**src/rtl/uart_fifo_ctrl_if.sv**
```systemverilog
// Peripheral-bus view of the UART: one-cycle rd/wr strobes and a combinational read-data return.
interface uart_fifo_ctrl_if;
    logic        rd;
    logic        wr;
    logic [31:0] addr;
    logic [31:0] wdata;
    logic [31:0] rdata;

    modport master (output rd, wr, addr, wdata, input rdata);
    modport slave  (input rd, wr, addr, wdata, output rdata);
endinterface

```
**src/rtl/uart_fifo_ctrl.sv**
```systemverilog
// Memory-mapped UART: TX/RX FIFOs, configurable frame, 16x oversampled receiver, sticky errors, level IRQ.
// The small synchronous FIFO used by both channels lives in this file as well.
module uart_fifo #(
    parameter int W     = 8,
    parameter int DEPTH = 16
) (
    input  logic         clk,
    input  logic         rst_n,
    input  logic         push_i,
    input  logic         pop_i,
    input  logic [W-1:0] wdata_i,
    output logic [W-1:0] rdata_o,
    output logic         full_o,
    output logic         empty_o
);
    localparam int AW = $clog2(DEPTH);

    logic [W-1:0]  mem_q [DEPTH];
    logic [AW-1:0] wr_ptr_q, rd_ptr_q;
    logic [AW:0]   count_q;
    logic          push_ok, pop_ok;

    assign full_o  = (count_q == (AW+1)'(DEPTH));
    assign empty_o = (count_q == '0);
    assign push_ok = push_i & ~full_o;
    assign pop_ok  = pop_i & ~empty_o;
    assign rdata_o = mem_q[rd_ptr_q];

    always_ff @(posedge clk or negedge rst_n) begin
        if (!rst_n) begin
            wr_ptr_q <= '0;
            rd_ptr_q <= '0;
            count_q  <= '0;
        end else begin
            if (push_ok) wr_ptr_q <= wr_ptr_q + 1'b1;
            if (pop_ok)  rd_ptr_q <= rd_ptr_q + 1'b1;
            count_q <= count_q + (AW+1)'(push_ok) - (AW+1)'(pop_ok);
        end
    end

    always_ff @(posedge clk) begin
        if (push_ok) mem_q[wr_ptr_q] <= wdata_i;
    end
endmodule

module uart_fifo_ctrl #(
    parameter int          CLK_HZ     = 50000000,
    parameter int          BAUD       = 9600,
    parameter int          DATA_BITS  = 8,
    parameter int          FIFO_DEPTH = 16,
    parameter logic [31:0] BASE_ADDR  = 32'h40000018
) (
    input  logic              sysclk,
    input  logic              reset,
    uart_fifo_ctrl_if.slave   bus,
    input  logic              rxd_i,
    output logic              txd_o,
    output logic              irq_o
);
    localparam int DIV = CLK_HZ / (BAUD * 16);
    localparam int DW  = $clog2(DIV);
    localparam int BW  = $clog2(DATA_BITS);
    localparam logic [BW-1:0] LAST_BIT = BW'(DATA_BITS - 1);

    typedef enum logic [2:0] {TX_IDLE, TX_START, TX_DATA, TX_PARITY, TX_STOP} tx_state_t;
    typedef enum logic [2:0] {RX_IDLE, RX_START, RX_DATA, RX_PARITY, RX_STOP, RX_WAIT} rx_state_t;

    logic [DW-1:0]        baud_cnt_q;
    logic                 tick;
    logic [5:0]           ctrl_q;
    logic                 ovr_q, ferr_q, perr_q, irq_q;
    logic                 sel_tx, sel_rx, sel_cs, cs_wr;
    logic [2:0]           w1c;
    logic [31:0]          rdata_d;
    logic                 unused_wdata;

    logic                 tx_full, tx_empty, tx_pop, tx_bit_end;
    logic [DATA_BITS-1:0] tx_head;
    tx_state_t            tx_state_q;
    logic [3:0]           tx_cnt_q;
    logic [BW-1:0]        tx_bit_q;
    logic [DATA_BITS-1:0] tx_shift_q;
    logic                 tx_par_q, tx_pen_q, txd_q;

    logic                 rx_full, rx_empty, rx_pop, rx_smp;
    logic [DATA_BITS-1:0] rx_head;
    rx_state_t            rx_state_q;
    logic [1:0]           rx_sync_q;
    logic                 rxd_s;
    logic [3:0]           rx_cnt_q;
    logic [BW-1:0]        rx_bit_q;
    logic [DATA_BITS-1:0] rx_shift_q;
    logic                 rx_par_q, rx_push_q, ferr_set_q, perr_set_q;

    wire ctrl_tx_en   = ctrl_q[0];
    wire ctrl_rx_en   = ctrl_q[1];
    wire ctrl_irq_txe = ctrl_q[2];
    wire ctrl_irq_rx  = ctrl_q[3];
    wire ctrl_par_en  = ctrl_q[4];
    wire ctrl_par_odd = ctrl_q[5];
    wire tx_busy      = (tx_state_q != TX_IDLE);

    assign sel_tx       = (bus.addr == BASE_ADDR);
    assign sel_rx       = (bus.addr == BASE_ADDR + 32'd4);
    assign sel_cs       = (bus.addr == BASE_ADDR + 32'd8);
    assign cs_wr        = bus.wr & sel_cs;
    assign w1c          = cs_wr ? bus.wdata[15:13] : 3'b000;
    assign rx_pop       = bus.rd & sel_rx;
    assign unused_wdata = ^bus.wdata;

    uart_fifo #(.W(DATA_BITS), .DEPTH(FIFO_DEPTH)) u_tx_fifo (
        .clk(sysclk), .rst_n(reset), .push_i(bus.wr & sel_tx), .pop_i(tx_pop),
        .wdata_i(bus.wdata[DATA_BITS-1:0]), .rdata_o(tx_head), .full_o(tx_full), .empty_o(tx_empty)
    );

    uart_fifo #(.W(DATA_BITS), .DEPTH(FIFO_DEPTH)) u_rx_fifo (
        .clk(sysclk), .rst_n(reset), .push_i(rx_push_q), .pop_i(rx_pop),
        .wdata_i(rx_shift_q), .rdata_o(rx_head), .full_o(rx_full), .empty_o(rx_empty)
    );

    assign tick = (baud_cnt_q == DW'(DIV - 1));

    always_ff @(posedge sysclk or negedge reset) begin
        if (!reset) baud_cnt_q <= '0;
        else        baud_cnt_q <= tick ? '0 : baud_cnt_q + 1'b1;
    end

    // A pop at the end of STOP chains straight into the next START, so frames abut with one stop bit.
    assign tx_bit_end = tick & (tx_cnt_q == 4'd15);
    assign tx_pop     = ctrl_tx_en & ~tx_empty &
                        ((tx_state_q == TX_IDLE) | ((tx_state_q == TX_STOP) & tx_bit_end));

    always_ff @(posedge sysclk or negedge reset) begin
        if (!reset) begin
            tx_state_q <= TX_IDLE;
            tx_cnt_q   <= '0;
            tx_bit_q   <= '0;
            tx_shift_q <= '0;
            tx_par_q   <= 1'b0;
            tx_pen_q   <= 1'b0;
            txd_q      <= 1'b1;
        end else if (tx_pop) begin
            tx_state_q <= TX_START;
            tx_cnt_q   <= '0;
            tx_shift_q <= tx_head;
            tx_par_q   <= ^tx_head ^ ctrl_par_odd;
            tx_pen_q   <= ctrl_par_en;
            txd_q      <= 1'b0;
        end else if (tx_busy && tick) begin
            tx_cnt_q <= tx_cnt_q + 1'b1;
            if (tx_bit_end) begin
                unique case (tx_state_q)
                    TX_START: begin
                        tx_state_q <= TX_DATA;
                        tx_bit_q   <= '0;
                        txd_q      <= tx_shift_q[0];
                    end
                    TX_DATA: begin
                        if (tx_bit_q == LAST_BIT) begin
                            tx_state_q <= tx_pen_q ? TX_PARITY : TX_STOP;
                            txd_q      <= tx_pen_q ? tx_par_q : 1'b1;
                        end else begin
                            tx_bit_q   <= tx_bit_q + 1'b1;
                            tx_shift_q <= tx_shift_q >> 1;
                            txd_q      <= tx_shift_q[1];
                        end
                    end
                    TX_PARITY: begin
                        tx_state_q <= TX_STOP;
                        txd_q      <= 1'b1;
                    end
                    default: begin
                        tx_state_q <= TX_IDLE;
                        txd_q      <= 1'b1;
                    end
                endcase
            end
        end
    end

    assign rxd_s  = rx_sync_q[1];
    assign rx_smp = tick & (rx_cnt_q == 4'd15);

    always_ff @(posedge sysclk or negedge reset) begin
        if (!reset) begin
            rx_sync_q  <= 2'b11;
            rx_state_q <= RX_IDLE;
            rx_cnt_q   <= '0;
            rx_bit_q   <= '0;
            rx_shift_q <= '0;
            rx_par_q   <= 1'b0;
            rx_push_q  <= 1'b0;
            ferr_set_q <= 1'b0;
            perr_set_q <= 1'b0;
        end else begin
            rx_sync_q  <= {rx_sync_q[0], rxd_i};
            rx_push_q  <= 1'b0;
            ferr_set_q <= 1'b0;
            perr_set_q <= 1'b0;
            if ((rx_state_q != RX_IDLE) && (rx_state_q != RX_WAIT) && tick) rx_cnt_q <= rx_cnt_q + 1'b1;
            unique case (rx_state_q)
                RX_IDLE: begin
                    if (ctrl_rx_en && !rxd_s) begin
                        rx_state_q <= RX_START;
                        rx_cnt_q   <= '0;
                    end
                end
                RX_START: begin
                    // Half-bit resample; a line back high here was only a glitch.
                    if (tick && rx_cnt_q == 4'd7) begin
                        rx_state_q <= rxd_s ? RX_IDLE : RX_DATA;
                        rx_cnt_q   <= '0;
                        rx_bit_q   <= '0;
                        rx_par_q   <= 1'b0;
                    end
                end
                RX_DATA: begin
                    if (rx_smp) begin
                        rx_shift_q <= {rxd_s, rx_shift_q[DATA_BITS-1:1]};
                        rx_par_q   <= rx_par_q ^ rxd_s;
                        rx_bit_q   <= rx_bit_q + 1'b1;
                        if (rx_bit_q == LAST_BIT) rx_state_q <= ctrl_par_en ? RX_PARITY : RX_STOP;
                    end
                end
                RX_PARITY: begin
                    if (rx_smp) begin
                        perr_set_q <= (rx_par_q ^ ctrl_par_odd) != rxd_s;
                        rx_state_q <= RX_STOP;
                    end
                end
                RX_STOP: begin
                    if (rx_smp) begin
                        rx_push_q  <= rxd_s;
                        ferr_set_q <= ~rxd_s;
                        rx_state_q <= rxd_s ? RX_IDLE : RX_WAIT;
                    end
                end
                default: begin
                    if (rxd_s) rx_state_q <= RX_IDLE;
                end
            endcase
        end
    end

    always_ff @(posedge sysclk or negedge reset) begin
        if (!reset) begin
            ctrl_q <= '0;
            ovr_q  <= 1'b0;
            ferr_q <= 1'b0;
            perr_q <= 1'b0;
            irq_q  <= 1'b0;
        end else begin
            if (cs_wr) ctrl_q <= bus.wdata[5:0];
            ovr_q  <= (ovr_q  & ~w1c[0]) | (rx_push_q & rx_full);
            ferr_q <= (ferr_q & ~w1c[1]) | ferr_set_q;
            perr_q <= (perr_q & ~w1c[2]) | perr_set_q;
            irq_q  <= (ctrl_irq_rx & ~rx_empty) | (ctrl_irq_txe & tx_empty & ~tx_busy);
        end
    end

    always_comb begin
        rdata_d = '0;
        if (bus.rd) begin
            if (sel_rx && !rx_empty)
                rdata_d = 32'(rx_head);
            else if (sel_cs)
                rdata_d = {16'b0, perr_q, ferr_q, ovr_q, tx_busy, rx_empty, rx_full,
                           tx_empty, tx_full, 2'b00, ctrl_q};
        end
    end

    assign bus.rdata = rdata_d;
    assign txd_o     = txd_q;
    assign irq_o     = irq_q;
endmodule

```
**src/flat_wrapper.sv**
```systemverilog
// flat-port wrapper written by rule: the top's interface ports become plain ports
module uart_fifo_ctrl_flat 
#(
    parameter int          CLK_HZ     = 50000000,
    parameter int          BAUD       = 9600,
    parameter int          DATA_BITS  = 8,
    parameter int          FIFO_DEPTH = 16,
    parameter logic [31:0] BASE_ADDR  = 32'h40000018
)
  (sysclk, reset, rxd_i, txd_o, irq_o, bus_rd, bus_wr, bus_addr, bus_wdata, bus_rdata);
  uart_fifo_ctrl_if bus_i ();
  input  logic sysclk;
  input  logic reset;
  input  logic rxd_i;
  output logic txd_o;
  output logic irq_o;
  input wire logic [$bits(bus_i.rd)-1:0] bus_rd;
  input wire logic [$bits(bus_i.wr)-1:0] bus_wr;
  input wire logic [$bits(bus_i.addr)-1:0] bus_addr;
  input wire logic [$bits(bus_i.wdata)-1:0] bus_wdata;
  output wire logic [$bits(bus_i.rdata)-1:0] bus_rdata;
  assign bus_i.rd = bus_rd;
  assign bus_i.wr = bus_wr;
  assign bus_i.addr = bus_addr;
  assign bus_i.wdata = bus_wdata;
  assign bus_rdata = bus_i.rdata;
  uart_fifo_ctrl #(.CLK_HZ(CLK_HZ), .BAUD(BAUD), .DATA_BITS(DATA_BITS), .FIFO_DEPTH(FIFO_DEPTH), .BASE_ADDR(BASE_ADDR)) u_core (.sysclk(sysclk), .reset(reset), .bus(bus_i), .rxd_i(rxd_i), .txd_o(txd_o), .irq_o(irq_o));
endmodule
```
**config.mk**
```make
export PLATFORM = sky130hd
export DESIGN_NAME = uart_fifo_ctrl_flat
export DESIGN_NICKNAME = d
export VERILOG_FILES = /design/src/rtl/uart_fifo_ctrl_if.sv /design/src/rtl/uart_fifo_ctrl.sv /design/src/flat_wrapper.sv
export SDC_FILE = /design/constraint.sdc
export NUM_CORES = 1
export LEC_CHECK = 0
export CAP_MARGIN = 20
export CORE_MARGIN = 2
export CORE_UTILIZATION = 50
export DETAILED_ROUTE_END_ITERATION = 10
export GPL_TIMING_DRIVEN = 0
export PLACE_DENSITY = 0.69
export SLEW_MARGIN = 20
export SYNTH_ARGS = -nofsm -noshare
export SYNTH_HDL_FRONTEND = slang
export SYNTH_SLANG_ARGS = --single-unit
```
**constraint.sdc**
```tcl
create_clock -name sysclk -period 3.9 [get_ports sysclk]
set_input_delay 0.39 -clock sysclk [delete_from_list [all_inputs] [get_ports sysclk]]
set_output_delay 0.39 -clock sysclk [all_outputs]
set_load 0.01 [all_outputs]
```
==> results of run 1 <==
==> repair_timing <==
item                                   CTS  global route
endpoints found under the hold margin   36             0
pin swaps                                0             0
hold buffers                             1             0
setup endpoints to repair                9             7
gates resized for setup                  6             9
setup buffers                            0             0
==> critical path: stages (launching register included) <==
cell and delay, ns:
dfrtp_1 0.35, clkbuf_2 0.28, buf_2 0.39, mux4_2 0.59
mux4_2 0.48, nor2_1 0.11, nor2_1 0.12, clkdlybuf4s50_1 0.49
==> power by group <==
| group | total [mW] | switching, mW | internal (mW) |
|---|---|---|---|
| clock | 3.55 | 1.38 | 2.17 |
| sequential | 3.94 | 0.000260 | 3.94 |
| combinational | 0.116 | 0.0576 | 0.0582 |
| total | 7.61 | 1.44 | 6.17 |
==> layout by cell type, fill, tap and decap left out, types with 6 or more instances in the layout <==
master	instances
clkbuf_1	22
nor3_1	8
inv_1	29
clkbuf_16	36
mux2i_1	7
buf_4	18
xnor2_1	24
mux2_2	12
ha_1	30
o21ai_1	11
mux4_1	7
nand4_1	11
a21oi_1	20
nand2_1	55
and2_1	10
conb_1	16
bufinv_16	6
edfxtp_1	256
dfrtp_1	87
clkdlybuf4s50_1	64
a21o_1	6
nor4_1	8
o21ai_0	13
nor2_1	69
mux4_2	69
nand3_1	18
xor2_1	14
buf_1	6
nor3_2	8
==> per-layer routing <==
metal / track usage [%] / wire (um)
met5: 0 / 0
met4: 6.10 / 664
met3: 4.16 / 2020
met1: 28.5 / 13100
met2: 30.3 / 13600
==> final cells by class <==
type / instances / area share [%]
plain buffers: 55 / 2.08
clock buffers: 46 / 5.61
clock inverters: 19 / 1.64
inverters: 30 / 0.652
multi-input cells: 477 / 25.6
flip-flops and latches: 346 / 57.6
well taps: 384 / 2.78
repair buffers: 69 / 4.08
==> state kept, by name, indices dropped and copies added (netlist names), 5 cells and up <==
| signal | flops |
|---|---|
| u_core.u_tx_fifo.count_q | 5 |
| u_core.u_rx_fifo.mem_q | 128 |
| u_core.ctrl_q | 6 |
| u_core.rx_shift_q | 8 |
| u_core.tx_shift_q | 8 |
| u_core.u_rx_fifo.count_q | 5 |
| u_core.u_tx_fifo.mem_q | 128 |
| u_core.baud_cnt_q | 9 |
==> path summary, 6_finish.rpt <==
path	start	to	slack [ns]	cells after the start
max	u_core.u_rx_fifo.rd_ptr_q[0]$_DFFE_PN0P_	bus_rdata[0]	0.16	7
min	rxd_i	u_core.rx_sync_q[0]$_DFF_PN1_	0.31	1
max reg2reg	u_core.baud_cnt_q[0]$_DFF_PN0_	u_core.u_tx_fifo.count_q[4]$_DFF_PN0_	0.35	17
min reg2reg	u_core.rx_sync_q[0]$_DFF_PN1_	u_core.rx_sync_q[1]$_DFF_PN1_	0.36	0
max in group asynchronous	reset	u_core.u_tx_fifo.wr_ptr_q[2]$_DFFE_PN0P_	2.94	3
min in group asynchronous	reset	u_core.u_tx_fifo.rd_ptr_q[0]$_DFFE_PN0P_	0.35	2
==> metrics by stage <==
stage / utilization, % / cell area, um^2
5_1_grt: 59.9 / 17300
6_report: 59.9 / 17300
3_5_place_dp: 55.4 / 16000
4_1_cts: 59.8 / 17300
2_1_floorplan: - / 14800
3_3_place_gp: 55.1 / 15900
==> logic make-up after synthesis <==
group | synth area share [%]
flip-flops | 67.6
AND/OR/NAND/NOR | 7.27
multiplexers | 13.5
buffers and inverters | 3.12
AO/OA/AOI/OAI | 2.81
XOR/XNOR | 2.83
adder cells (fa/ha/maj) | 2.82
other | 0.0255
==> summary.txt, run 1 <==
Critical path
  • WP data arrival: 3.35 ns
  • Crit Path Category: reg2out
  • CP Capture Type: output port
  • CP max FO: 10
  • Worst setup SP type: register
  • Worst Path Required: 3.51 ns

STA
  • Clk_skew: 0.0187 ns
  • Setup violations, final: 0
  • Final period util: 95.9%
  • Fmax: 0.267 GHz
  • Final Hold Fails: 0
  • Final hold slack: 0.313 ns
  • Final Max Tran Viols: 0
  • Setup ws final: 0.161 ns
  • Setup TNS: 0 ns
  • Slew of the pin with the lowest slew margin: 1.04 ns
  • Fin crit period: 3.74 ns
  • Max_slew headroom: 30.4%

Layout
  • Share of cells above drive strength 1: 18.3%
  • Multi-input gate area: 4420 um^2
  • Reg area: 9940 um^2
  • Cell Count, Final, Fillers Out: 1426
  • Final nets: 1116
  • Fillers: 2156
  • N_diodes: 0
  • P&R area growth vs syn: 17.4%

Clock network
  • CTS root buf: clkbuf_16
  • Total clock buffers created by CTS: 36
  • Skew-Pair Late Insertion Delay: 0.52 ns
  • # clock sinks: 346
  • Clock slew at reported path FFs: 0.06 ns
  • Bufs on Longest Clock Path: 3
  • CTS tree: done
  • H-tree depth: 2

Routing
  • Final WL: 29.4 mm
  • Final ANT Viol Nets: 0
  • Pre-antenna DRT Iters: 5
  • Total number of vias: 7926
  • WL/cell: 20.6 um
  • Drc violations: 0
  • Starting DRT DRC Count: 636
  • Vias per cell: 5.56

Outcome
  • Status: finished clean

Placement
  • Placer's final routability congestion estimate: 0.828
  • Port bufs: 65
  • Post-place setup slack: -0.0947 ns
  • Placed Cells: 1361
  • Dpl hpwl: 19.9 mm

Die
  • Die X: 176 um
  • Initial Util: 51.0%
  • DIE AREA: 30800 um^2
  • # IOs: 103
  • DIE HEIGHT: 176 um
  • Cell Rows: 62
  • Core area: 28900 um^2

Synthesis
  • EDFF count, synth: 256
  • Area share of the largest cell type after synthesis: 52.2%
  • Top cells by area, synth: edfxtp_1, dfrtp_1, mux4_2
  • Cell area after synthesis: 14700 um^2
  • Mapped Cells: 894
  • Synth cell types: 63
  • Syn. warnings: 0
  • Area leader, netlist: edfxtp_1
  • Count leader, synth: edfxtp_1
  • Post-synthesis async set-or-reset flop share: 26.0%
  • Register area share after synthesis: 67.6%
  • Post-synth top cells: edfxtp_1, dfrtp_1, mux4_2, nor2_1, nand2_1
  • Yosys reg bits: 346
  • Syn Area/Cell: 16.5 um^2
  • Main synth FF type: edfxtp_1

Global routing
  • Overall Global Routing Usage: 19.7%
  • Vias in the first global route: 8182
  • First-pass GRT wire length: 46.0 mm
  • Total global routing overflow: 0
  • Largest net degree at the start of global routing: 52
  • Initial antenna violation count: 0

Power
  • Static leakage: 5.92 nW
  • Peak supply drop: 266 uV
  • Power after layout: 7.61 mW
  • Pwr/cell area: 440 nW/um^2

Run
  • Max-cap viol count: 0

Hold path
  • Min-Delay Path Class: in2reg
Note: power is estimated with default switching activity, not from simulation.
==> inputs of run 2 (changes only) <==
--- a/config.mk
+++ b/config.mk
@@ -5,11 +5,11 @@
 export SDC_FILE = /design/constraint.sdc
 export NUM_CORES = 1
 export LEC_CHECK = 0
-export CAP_MARGIN = 20
 export CORE_MARGIN = 2
 export CORE_UTILIZATION = 50
 export DETAILED_ROUTE_END_ITERATION = 10
 export GPL_TIMING_DRIVEN = 0
+export MAX_ROUTING_LAYER = met4
 export PLACE_DENSITY = 0.69
 export SLEW_MARGIN = 20
 export SYNTH_ARGS = -nofsm -noshare
==> summary.txt, run 2 (same netlist as run 1, synthesis figures left out) <==
Clock network
  • Clock slew at reported path FFs: 0.06 ns
  • Total clock buffers created by CTS: 36
  • Bufs on Longest Clock Path: 3
  • Skew-Pair Late Insertion Delay: 0.52 ns
  • CTS root buf: clkbuf_16
  • CTS tree: done
  • # clock sinks: 346
  • H-tree depth: 2

Power
  • Power after layout: 7.61 mW
  • Peak supply drop: 269 uV
  • Pwr/cell area: 441 nW/um^2
  • Static leakage: 5.92 nW

Hold path
  • Cells on Worst Hold Path: 1
  • Min-Delay Path Class: in2reg

STA
  • Fmax: 0.268 GHz
  • Max_slew headroom: 28.0%
  • Slew of the pin with the lowest slew margin: 1.08 ns
  • Final period util: 95.7%
  • Final Max Tran Viols: 0
  • Setup violations, final: 0
  • Clk_skew: 0.0191 ns
  • Final hold slack: 0.313 ns
  • Fin crit period: 3.73 ns
  • Final Hold Fails: 0

Global routing
  • Overall Global Routing Usage: 20.3%
  • First-pass GRT wire length: 46.0 mm
  • Total global routing overflow: 0
  • Vias in the first global route: 8167
  • Initial antenna violation count: 0
  • Largest net degree at the start of global routing: 52

Routing
  • Drc violations: 0
  • Final WL: 29.4 mm
  • Total number of vias: 7970
  • Starting DRT DRC Count: 655
  • Pre-antenna DRT Iters: 5
  • Final ANT Viol Nets: 0
  • WL/cell: 20.6 um
  • Vias per cell: 5.59

Layout
  • Final nets: 1116
  • Reg area: 9940 um^2
  • Share of cells above drive strength 1: 18.3%
  • P&R area growth vs syn: 17.4%
  • N_diodes: 0
  • Fillers: 2156
  • Largest regs: u_core.u_rx_fifo.mem_q: 128 flops, u_core.u_tx_fifo.mem_q: 128 flops, u_core.baud_cnt_q: 9 flops
  • Most frequent cells in the layout: edfxtp_1, dfrtp_1, nor2_1, mux4_2, clkdlybuf4s50_1
  • Multi-input gate area: 4420 um^2
  • Commonest non-fill, non-tap cell in the layout: edfxtp_1

Placement
  • Placer's final routability congestion estimate: 0.841
  • Dpl hpwl: 19.9 mm
  • Port bufs: 65

Die
  • DIE AREA: 30800 um^2
  • Die X: 176 um
  • DIE HEIGHT: 176 um
  • Core area: 28900 um^2
  • # IOs: 103
  • Initial Util: 51.0%
  • Cell Rows: 62

Critical path
  • Worst setup SP type: register
  • WP data arrival: 3.34 ns
  • Worst Path Required: 3.51 ns
  • CP Capture Type: output port
  • CP max FO: 10
  • Worst r2r path cells: 17
  • Crit Path Category: reg2out

Run
  • Max-cap viol count: 0

Outcome
  • Status: finished clean
[run 2: cell counts in the layout (fill, tap and decap cells not counted)]
No cell type changed its count.
[run 2: path summary, 6_finish.rpt]
kind	from	endpoint	slack [ns]
min in group asynchronous	reset	u_core.u_tx_fifo.rd_ptr_q[0]$_DFFE_PN0P_	0.35
setup reg to reg	u_core.baud_cnt_q[0]$_DFF_PN0_	u_core.u_tx_fifo.count_q[4]$_DFF_PN0_	0.37
hold / removal	rxd_i	u_core.rx_sync_q[0]$_DFF_PN1_	0.31
hold reg to reg	u_core.rx_sync_q[0]$_DFF_PN1_	u_core.rx_sync_q[1]$_DFF_PN1_	0.36
setup / recovery	u_core.u_rx_fifo.rd_ptr_q[0]$_DFFE_PN0P_	bus_rdata[0]	0.17
max in group asynchronous	reset	u_core.u_tx_fifo.wr_ptr_q[2]$_DFFE_PN0P_	2.95
[run 2: routing by layer]
metal  GRT usage, %  wire length (um)  part of all wire [%]  vias to the layer above
li1               -                 -                     -                     3619
met1           28.5             13200                    45                     4023
met2           30.4             13500                    46                      269
met3           3.98              1910                   6.5                       59
met4           6.10               799                   2.7                        0
met5              -                 0                     0                        -
[run 2: critical path, stage by stage, from the launching register on]
cell	delay, ns
dfrtp_1	0.35
clkbuf_2	0.27
buf_2	0.39
mux4_2	0.59
mux4_2	0.49
nor2_1	0.11
nor2_1	0.12
clkdlybuf4s50_1	0.49
[run 2: report_power, final]
group | switching (mW) | internal [mW] | total [mW]
registers | 0.000260 | 3.94 | 3.94
clock network | 1.38 | 2.17 | 3.56
logic | 0.0574 | 0.0582 | 0.116
[run 2: final cells by class]
| class | count | area share, % |
|---|---|---|
| inverters | 30 | 0.652 |
| plain buffers | 55 | 2.08 |
| clock inverters | 19 | 1.64 |
| multi-input cells | 477 | 25.6 |
| repair buffers | 69 | 4.08 |
| clock buffers | 46 | 5.61 |
| well taps | 384 | 2.78 |
| flip-flops and latches | 346 | 57.6 |
[run 2: repair_timing]
| item | CTS | global route |
|---|---|---|
| gates cloned | 0 | 0 |
| hold buffers | 1 | 0 |
| setup endpoints to repair | 9 | 7 |
| endpoints found under the hold margin | 36 | 0 |
| resized for setup | 6 | 9 |
| setup buffers | 0 | 0 |
[run 2: stage by stage]
stage,worst slack (ns),setup TNS [ns],cells,instance area [um^2],utilization [%]
4_1_cts,0.00541,0,1426,17300,59.8
5_1_grt,-0.000612,-0.000612,1426,17300,59.9
3_3_place_gp,-0.991,-95.37,1358,15900,55.1
2_1_floorplan,0.706,0,909,14800,-
3_5_place_dp,-0.0947,-0.210,1361,16000,55.4
6_report,0.167,0,1426,17300,59.9
